**src/rtl/lsu_align.sv**
```systemverilog
// lsu_align: RV32 load/store aligner that performs sub-word stores as
// read-modify-write over a whole-word-only memory port.
module lsu_align #(
  parameter int MEM_AW = 14
) (
  input  logic              clk,
  input  logic              rst_n,
  input  logic              req_valid,
  output logic              req_ready,
  input  logic              req_is_store,
  input  logic [2:0]        req_type,
  input  logic [MEM_AW+1:0] req_addr,
  input  logic [31:0]       req_wdata,
  output logic              resp_valid,
  input  logic              resp_ready,
  output logic [31:0]       resp_rdata,
  output logic              resp_err,
  output logic [MEM_AW-1:0] mem_addr,
  output logic              mem_we,
  output logic [2:0]        mem_type,
  output logic [31:0]       mem_wdata,
  input  logic [31:0]       mem_rdata
);
  typedef enum logic [1:0] {IDLE, READ, WRITE, RESP} state_t;
  state_t            state;
  logic              is_store_q;
  logic [2:0]        type_q;
  logic [MEM_AW+1:0] addr_q;
  logic [31:0]       wdata_q;
  logic              legal, misaligned, err, is_sw;
  logic [4:0]        sh;
  logic [31:0]       lane, load_data, mask, merged;
  assign legal      = req_is_store ? (req_type <= 3'd2) : !(req_type inside {3'd3, 3'd6, 3'd7});
  assign misaligned = (req_type[1:0] == 2'b01 && req_addr[0]) || (req_type[1:0] == 2'b10 && req_addr[1:0] != 2'b00);
  assign err        = !legal || misaligned;
  assign is_sw      = req_is_store && req_type == 3'd2;
  // Lane selection shifts the addressed byte/half down to bit 0; aligned accesses keep it exact.
  assign sh        = {addr_q[1:0], 3'b000};
  assign lane      = mem_rdata >> sh;
  assign load_data = type_q[1] ? lane :
                     type_q[0] ? {{16{~type_q[2] & lane[15]}}, lane[15:0]} :
                                 {{24{~type_q[2] & lane[7]}}, lane[7:0]};
  assign mask      = (type_q[0] ? 32'h0000_FFFF : 32'h0000_00FF) << sh;
  assign merged    = (mem_rdata & ~mask) | ((wdata_q << sh) & mask);
  assign req_ready  = state == IDLE;
  assign resp_valid = state == RESP;
  assign mem_addr   = addr_q[MEM_AW+1:2];
  assign mem_type   = 3'b010;
  always_ff @(posedge clk or negedge rst_n) begin
    if (!rst_n) begin
      state      <= IDLE;
      is_store_q <= 1'b0;
      type_q     <= '0;
      addr_q     <= '0;
      wdata_q    <= '0;
      resp_rdata <= '0;
      resp_err   <= 1'b0;
      mem_we     <= 1'b0;
      mem_wdata  <= '0;
    end else begin
      case (state)
        IDLE: if (req_valid) begin
          is_store_q <= req_is_store;
          type_q     <= req_type;
          addr_q     <= req_addr;
          wdata_q    <= req_wdata;
          resp_rdata <= '0;
          resp_err   <= err;
          mem_wdata  <= req_wdata;
          mem_we     <= !err && is_sw;
          state      <= err ? RESP : is_sw ? WRITE : READ;
        end
        READ: begin
          mem_wdata  <= is_store_q ? merged : mem_wdata;
          mem_we     <= is_store_q;
          resp_rdata <= is_store_q ? resp_rdata : load_data;
          state      <= is_store_q ? WRITE : RESP;
        end
        WRITE: begin
          mem_we <= 1'b0;
          state  <= RESP;
        end
        RESP: state <= resp_ready ? IDLE : RESP;
        default: state <= IDLE;
      endcase
    end
  end
endmodule
```
**config.mk**
```make
export PLATFORM = sky130hd
export DESIGN_NAME = lsu_align
export DESIGN_NICKNAME = d
export VERILOG_FILES = /design/src/rtl/lsu_align.sv
export SDC_FILE = /design/constraint.sdc
export NUM_CORES = 1
export LEC_CHECK = 0
export ABC_CLOCK_PERIOD_IN_PS = 2700
export CORE_MARGIN = 2
export CORE_UTILIZATION = 34
export CTS_CLUSTER_DIAMETER = 100
export DETAILED_ROUTE_END_ITERATION = 10
export GPL_TIMING_DRIVEN = 0
export PLACE_DENSITY = 0.67
export SYNTH_ARGS = -nofsm -noshare
export SYNTH_HDL_FRONTEND = slang
export SYNTH_SLANG_ARGS = --single-unit
```
**constraint.sdc**
```tcl
create_clock -name clk -period 2.7 [get_ports clk]
set_input_delay 0.54 -clock clk [delete_from_list [all_inputs] [get_ports clk]]
set_output_delay 0.54 -clock clk [all_outputs]
set_load 0.03 [all_outputs]
```
* After elaboration in Yosys (flattened, before gate mapping)
Cells that the tools add are included.
Operators by class: order comparisons 1, muxes and demuxes 18, bitwise logic cells 7, equality and inequality tests 12, reduce and logical (&&, ||, !) cells 18, shift-type cells 3
Operator list (count):
- 2-to-1 mux 32 bit | 6
- one-hot mux 32 bit (2 select lines) | 2
- AND 32 bit | 2
- NOT 32 bit | 1
- bitwise OR 32 bit | 1
- left shift 16 x 5 -> 32 bit | 1
- left shift 32 x 5 -> 32 bit | 1
- >> shifter 32 x 5 -> 32 bit | 1
- 2-to-1 mux 16 bit | 1
- 2-to-1 mux 2 bit | 4
- one-hot mux 2 bit (4 select lines) | 1
- == test 2 bit (second input constant) | 3
- == test 3 x 2 -> 1 bit (second input constant) | 2
- == test 3 bit (second input constant) | 2
- inequality test 2 bit (second input constant) | 3
- AND reduction 3 bit | 2
- nonzero test 3 bit | 2
- == test 2 x 1 -> 1 bit (second input constant) | 2
- logical AND 1 bit | 4
- AND reduction 2 bit | 2
- nonzero test 2 bit | 2
- less-or-equal comparator 3 x 2 -> 1 bit (second input constant) | 1
- zero test 1 bit | 3
- 2-to-1 mux 1 bit | 3
- 5 further kinds | 7
Storage, ports and cells: register bits after elaboration 120, word-level logic and storage cells 68

* Longest topological paths before layout
Gate-level depths: netlist (run 1).
depth after elaboration 10, depth in mapped cells 8, depth with buffers taken out 6

* Worst setup path before layout (run 1)
No wires, ideal clock.
kind reg2reg, start register state[0], end register mem_wdata[7], cell stages (with the launch flop) 9, arrival time 1.982 ns, slack 0.653 ns, period minus slack after synthesis 2.047 ns, setup time 0.064 ns, path through dfrtp_1 inv_1 ha_1 nor2b_2 or3_1 clkbuf_2 buf_6 a311oi_1 a21o_1
Between the ends: cells in the longest elaborated chain, start to end 3
Ends and longest elaborated chain:
- from (decl) | RTL line 25 | state_t state;
- from (signal assigned) | RTL line 71 | state <= err ? RESP : is_sw ? WRITE : READ;
- from (signal assigned) | RTL line 77 | state <= is_store_q ? WRITE : RESP;
- from (signal assigned) | RTL line 83 | RESP: state <= resp_ready ? IDLE : RESP;
- zero test 2 bit (*)
- named net req_ready | RTL line 9 | output logic req_ready,
- inequality test 2 bit (no source line) or nonzero test 2 bit (tied branches)
- AND reduction 3 bit (no source line)
- to (signal assigned) | RTL line 69 | mem_wdata <= req_wdata;
- to (signal assigned) | RTL line 74 | mem_wdata <= is_store_q ? merged : mem_wdata;
- to (decl) | RTL line 21 | output logic [31:0] mem_wdata,
The timed path passes the listed nets; every way through them passes the cells marked *. A chain may end at the register's enable or synchronous reset.

* Worst setup path in the final report (run 1)
start register state[0], end output port req_ready
Between the ends: cells in the longest elaborated chain, start to end 1
Ends and longest elaborated chain:
- zero test 2 bit | RTL line 45 | assign req_ready = state == IDLE;
- to (decl) | RTL line 9
No other way between the ends.

==> impl_metrics.toml, run 1 <==
[timing]
setup-tns-final_ns = 0
slew_headroom_pct = 55.6
worst_pin_slew_ns = 0.666
slew_viol_final = 0
max_freq_ghz = 0.414
fin_crit_sh_pct = 89.5
setup_violations = 0
finalCriticalPeriod_ns = 2.42
skew_ns = 0.0105
rsz0062_at_grt = "false"
hold_violations = 0

[detailed_routing]
viasPerCell = 5.55
drt.antenna.violating_nets = 0
drt-total-wl_um = 20100
firstDrtPassIters = 5
vias = 5391
wire_per_inst_um = 20.7
drc_errors = 0
drt-initial-drc-count = 504

[setup_path]
cp_max_fo = 5
path_cells = "inv_1 > ha_1 > clkdlybuf4s50_1"
reg2reg_slack_ns = 0.33
cp-start-kind = "flop"
critPathMaxStageDelay_ns = 0.72
worstPathArrival_ns = 1.88
cp-startpoint = "state[0]"
cpMaxStageDelayCell = "clkdlybuf4s50_1"
crit_type = "reg -> out"
timing.rr.start = "state[1]"
end_kind = "output pin"
crit_required_ns = 2.16

[clock_tree]
cts-root-buf = "clkbuf_16"
tritoncts = "done"
numCtsBuffers = 9
cts_resized = 0
clkSinkCount = 104
cts.clk_slew.worst_paths_ns = 0.07
post_cts_buffers = 0
clockBufferDepth = 2
clk_latency_ns = 0.36
cts_hold_buf = 0
htree_levels = 3

[final_layout]
multi_input_area_mm2 = 0.00273
final_layout_size_suffix_gt1_share_pct = 15.4
layout-area-overhead-vs-synth_pct = 40.3
layout.nets = 840
fillers = 1531
n_antenna_cell = 0
final_cells = 971
register_area_mm2 = 0.00260

[synth]
yosysMostFrequentCell = "dfrtp_1"
synth.top_cell.area_share_pct = 45.7
yosys-top-cells-count = "dfrtp_1 (104), nor2_1 (52), nand2_1 (45)"
synth-seq-cells = 104
seq_area_frac_synth_pct = 45.7
synth-edff-count = 0
synth_top_area_cell = "dfrtp_1"
async_reset_ff_share_pct = 100
ys_top_cells_by_area = "dfrtp_1 (46%), mux2_2 (7.7%), mux2i_1 (3.9%)"
yosysUniqueCellTypes = 51
syn-instance-count = 564
synth_ff_type = "dfrtp_1"
yosys_warnings = 0
synth.avg_cell_area_um2 = 10.1
netlist_area_mm2 = 0.00569

[global_routing]
grt_pass1_vias = 5351
grt_overflow = 0
grt_pass1_wl_um = 30600
grt_max_degree = 57
antenna_found_initial = 0
grt_usage_pct = 22.4

[placement]
placed_cells_incl_taps = 955
dp_hpwl_um = 15400
finalWeightedCongestion = 0.974
io_buffers = 169

[pwr]
ir_drop_uv = 542
p_leak_nw = 3.32
powerDensity_mw_per_mm2 = 1340

[floorplanning]
die_height_um = 133
io-pin-count = 173
num_rows = 47
initial_utilization_pct = 34.6
dieArea_mm2 = 0.0178
die_w_um = 133
core_mm2 = 0.0165

[job]
maxCapViolations = 0

[outcome]
status = "finished clean"

[min_path]
hold_class = "in -> async"
worst paths after layout:
check | end | cells after the start
worst min register to register | mem_wdata[7] | 1
worst max register to register | mem_wdata[24] | 7
worst min-delay path | addr_q[10] | 1
worst max-delay path | req_ready | 3
min in group clk | mem_wdata[7] | 1
max in group asynchronous | resp_rdata[25] | 2
report_power, final:
part / leakage [nW] / switching (mW) / internal [mW] / total (mW)
sequential: 1.27 / 0.570 / 2.30 / 2.87
clock: 0.145 / 0.593 / 0.743 / 1.34
combinational: 1.90 / 3.74 / 2.72 / 6.46
cell usage in the layout, fill, tap and decap left out, types with 2 or more instances in the layout:
cell type,synthesis,routed
o221a_2,16,16
a311oi_1,7,7
o22a_1,8,8
mux2i_1,22,22
nand2_1,45,45
a31oi_1,17,17
nand3b_1,8,8
ha_1,6,6
dfrtp_1,104,104
clkdlybuf4s50_1,0,168
o221ai_1,8,8
o21ai_0,39,39
buf_4,17,18
nand3_1,3,3
clkbuf_16,0,9
a221oi_1,2,2
mux4_2,2,2
buf_1,7,7
a21o_1,8,8
a21oi_1,21,21
clkbuf_1,19,20
a2111oi_0,2,2
clkinv_2,0,2
nor2_1,52,52
nand2b_1,21,21
mux2_2,39,39
o31ai_1,2,2
conb_1,2,3
o211ai_1,9,9
a32o_1,7,7
a221o_1,9,9
nor2b_2,2,2
o21ai_1,8,8
buf_2,16,16
o22ai_1,7,7
inv_1,11,11
kinds of logic (layout without fill, tap and decap cells):
family / Yosys count / count (layout) / share of synthesized area [%]
buf+inv: 73 / 259 / 6.44
flops: 104 / 104 / 45.7
compound gates: 178 / 178 / 22.8
other cells: 2 / 3 / 0.132
simple gates: 138 / 138 / 11.2
fa+ha+maj: 6 / 6 / 1.32
mux: 63 / 63 / 12.4
per-layer routing:
metal / GRT usage (%) / part of all wire (%) / up-vias
li1: - / - / 2434
met1: 30.6 / 43 / 2686
met2: 36.3 / 47 / 240
met3: 4.00 / 7.5 / 31
met4: 7.62 / 2.5 / 0
met5: 0 / 0 / -
per-stage QoR:
stage / area, um^2 / util [%] / setup WS [ns] / power [mW] / hold slack [ns]
2_1_floorplan: 5690 / - / 0.653 / 6.90 / 0.244
5_1_grt: 7990 / 48.5 / 0.161 / 11.3 / 0.234
3_3_place_gp: 7660 / 46.5 / -2.72 / 9.15 / 0.472
6_report: 7990 / 48.5 / 0.283 / 10.7 / 0.193
4_1_cts: 7990 / 48.5 / 0.277 / 10.7 / 0.215
3_5_place_dp: 7690 / 46.7 / 0.148 / 9.30 / 0.466
cell type report:
| class | count | share of cell area (%) |
|---|---|---|
| Multi-Input combinational cell | 388 | 34.1 |
| Sequential cell | 104 | 32.6 |
| Timing Repair Buffer | 170 | 21.5 |
| Buffer | 61 | 4.03 |
| Tap cell | 220 | 3.45 |
| Clock buffer | 11 | 3.04 |
| Clock inverter | 5 | 0.705 |
| Inverter | 12 | 0.564 |
worst max-delay path: cells and delay by family, from the launching register on:
kind / cells / cell delay [ns]
buf+inv: 2 / 0.84
flops: 1 / 0.43
fa+ha+maj: 1 / 0.25
sequential cells by signal, summed over array words and instances (netlist names):
register and cells:
mem_we 1, addr_q 16, type_q 3, resp_err 1
resp_rdata 32, state 2, mem_wdata 32, wdata_q 16
is_store_q 1
(Power assumes the default switching activity.)
==> run 2, diff against run 1 <==
Settings changed: CTS_CLUSTER_SIZE from default to 28.
==> results of run 2 <==
Final layout, timing and power as in run 1 (identical DEF).
==> run 3, diff against run 2 <==
Settings changed: CTS_BUF_LIST from default to sky130_fd_sc_hd__clkbuf_2.
==> run 3 against run 2 <==
Critical endpoint is now resp_valid. Sequential power barely moved. Critical path depth fell by 1. Flip-flop and latch count did not move. Non-clock buffer count rose by 1. Maximum frequency fell by 6.0%. Worst hold slack improved by 0.20 ns. First-iteration DRC count fell by 4.2%.
==> impl_metrics.toml, run 3 (synthesis gave the netlist of run 1 again) <==
[detailed_routing]
drt-initial-drc-count = 483
vias = 5442
firstDrtPassIters = 5
viasPerCell = 5.60
drt.antenna.violating_nets = 0
drt-total-wl_um = 20200
wire_per_inst_um = 20.7
drc_errors = 0

[pwr]
p_leak_nw = 3.25
powerDensity_mw_per_mm2 = 1290
pwr-share-comb_pct = 64.2
swShare_pct = 48.3
clkPwrFrac_pct = 7.5
seq_power_share_pct = 28.3
p_int_mw = 5.21
ir_drop_uv = 553
switchingPower_mw = 4.86

[clock_tree]
clk_latency_ns = 0.65
clockBufferDepth = 2
numCtsBuffers = 9
clkSinkCount = 104
htree_levels = 3
tritoncts = "done"
cts.clk_slew.worst_paths_ns = 0.29
cts-root-buf = "clkbuf_2"
post_cts_buffers = 0

[timing]
fin_crit_sh_pct = 95.2
slew_headroom_pct = 54.0
rsz0062_at_grt = "false"
skew_ns = 0.0309
max_freq_ghz = 0.389
finalCriticalPeriod_ns = 2.57
setup_violations = 0
worst_pin_slew_ns = 0.690
hold_violations = 0
slew_viol_final = 0
setup-tns-final_ns = 0

[final_layout]
multi_input_area_mm2 = 0.00273
fin_util_pct = 47.4
layout.nets = 841
final_common_cell = "clkdlybuf4s50_1"
layout-area-overhead-vs-synth_pct = 37.2
register_area_mm2 = 0.00260
reg_top3 = "mem_wdata: 32 flops, resp_rdata: 32 flops"
mostFrequentLayoutCells = "clkdlybuf4s50_1 (167), dfrtp_1 (104), nor2_1 (52)"
final_layout_size_suffix_gt1_share_pct = 15.4
n_antenna_cell = 0
final_cells = 972
fillers = 1541

[floorplanning]
initial_utilization_pct = 34.6
dieArea_mm2 = 0.0178
die_height_um = 133
core_mm2 = 0.0165
num_rows = 47
io-pin-count = 173
die_w_um = 133

[placement]
dp_hpwl_um = 15400
io_buffers = 169
placed_cells_incl_taps = 955
finalWeightedCongestion = 0.974

[global_routing]
grt_usage_pct = 22.5
grt_max_degree = 57
antenna_found_initial = 0
grt_pass1_vias = 5360
grt_overflow = 0
grt_pass1_wl_um = 30600

[setup_path]
crit_type = "reg -> out"
crit_required_ns = 2.16
cp_max_fo = 5
end_kind = "output pin"
reg2reg_slack_ns = 0.26
worstPathArrival_ns = 2.03
cp-start-kind = "flop"

[outcome]
status = "finished clean"

[job]
maxCapViolations = 0

[min_path]
hold_class = "in -> async"
run 3: worst max-delay path, stage by stage, from the launching register on:
cell and delay [ns]:
dfrtp_1 0.48, ha_1 0.21, clkdlybuf4s50_1 0.69
run 3: power groups by stage:
stage / sequential (mW) / combinational, mW / clock (mW)
final: 2.86 / 6.46 / 0.756
after global routing: 2.95 / 6.88 / 0.843
after CTS: 2.85 / 6.44 / 0.776
after detailed placement: 2.89 / 6.41 / 0
after global placement: 2.86 / 6.29 / 0
after floorplan: 3.55 / 3.36 / 0
run 3: final timing paths:
| path | start | to | depth (start not counted) |
|---|---|---|---|
| min reg2reg | mem_wdata[7] | mem_wdata[7] | 1 |
| min in group clk | req_wdata[18] | mem_wdata[18] | 3 |
| max in group asynchronous | rst_n | mem_wdata[19] | 3 |
| max | state[0] | resp_valid | 2 |
| min | rst_n | addr_q[10] | 2 |
| max reg2reg | state[1] | mem_wdata[24] | 7 |
run 3: per-layer routing:
metal | wire, um | track usage [%] | part of all wire [%]
met5 | 0 | 0 | 0
met4 | 439 | 7.33 | 2.2
met3 | 1430 | 4.79 | 7.1
met2 | 9420 | 35.9 | 47
met1 | 8870 | 30.6 | 44
run 3: cell type report:
| cell class | count | area share (%) |
|---|---|---|
| inverter | 12 | 0.577 |
| clock buffer | 10 | 0.641 |
| multi-input combinational | 388 | 34.9 |
| tap | 220 | 3.53 |
| timing repair buffer | 171 | 22.1 |
| sequential | 104 | 33.3 |
| clock inverter | 6 | 0.769 |
| buffer | 61 | 4.12 |
run 3: repair_timing:
item | 4_1_cts | 5_1_grt
gates resized for setup | 1 | 0
endpoints found under the setup margin | 1 | 0
endpoints found under the hold margin | 48 | 0
hold buffers | 1 | 0
run 3: metrics by stage:
stage / power [mW] / cell area [um^2] / hold WS, ns / worst slack (ns)
floorplan: 6.90 / 5690 / 0.244 / 0.653
CTS: 10.1 / 7800 / 0.391 / 0.0893
global placement: 9.15 / 7660 / 0.472 / -2.72
detailed placement: 9.30 / 7690 / 0.466 / 0.148
global route: 10.7 / 7800 / 0.393 / 0.0213
finish: 10.1 / 7800 / 0.392 / 0.129
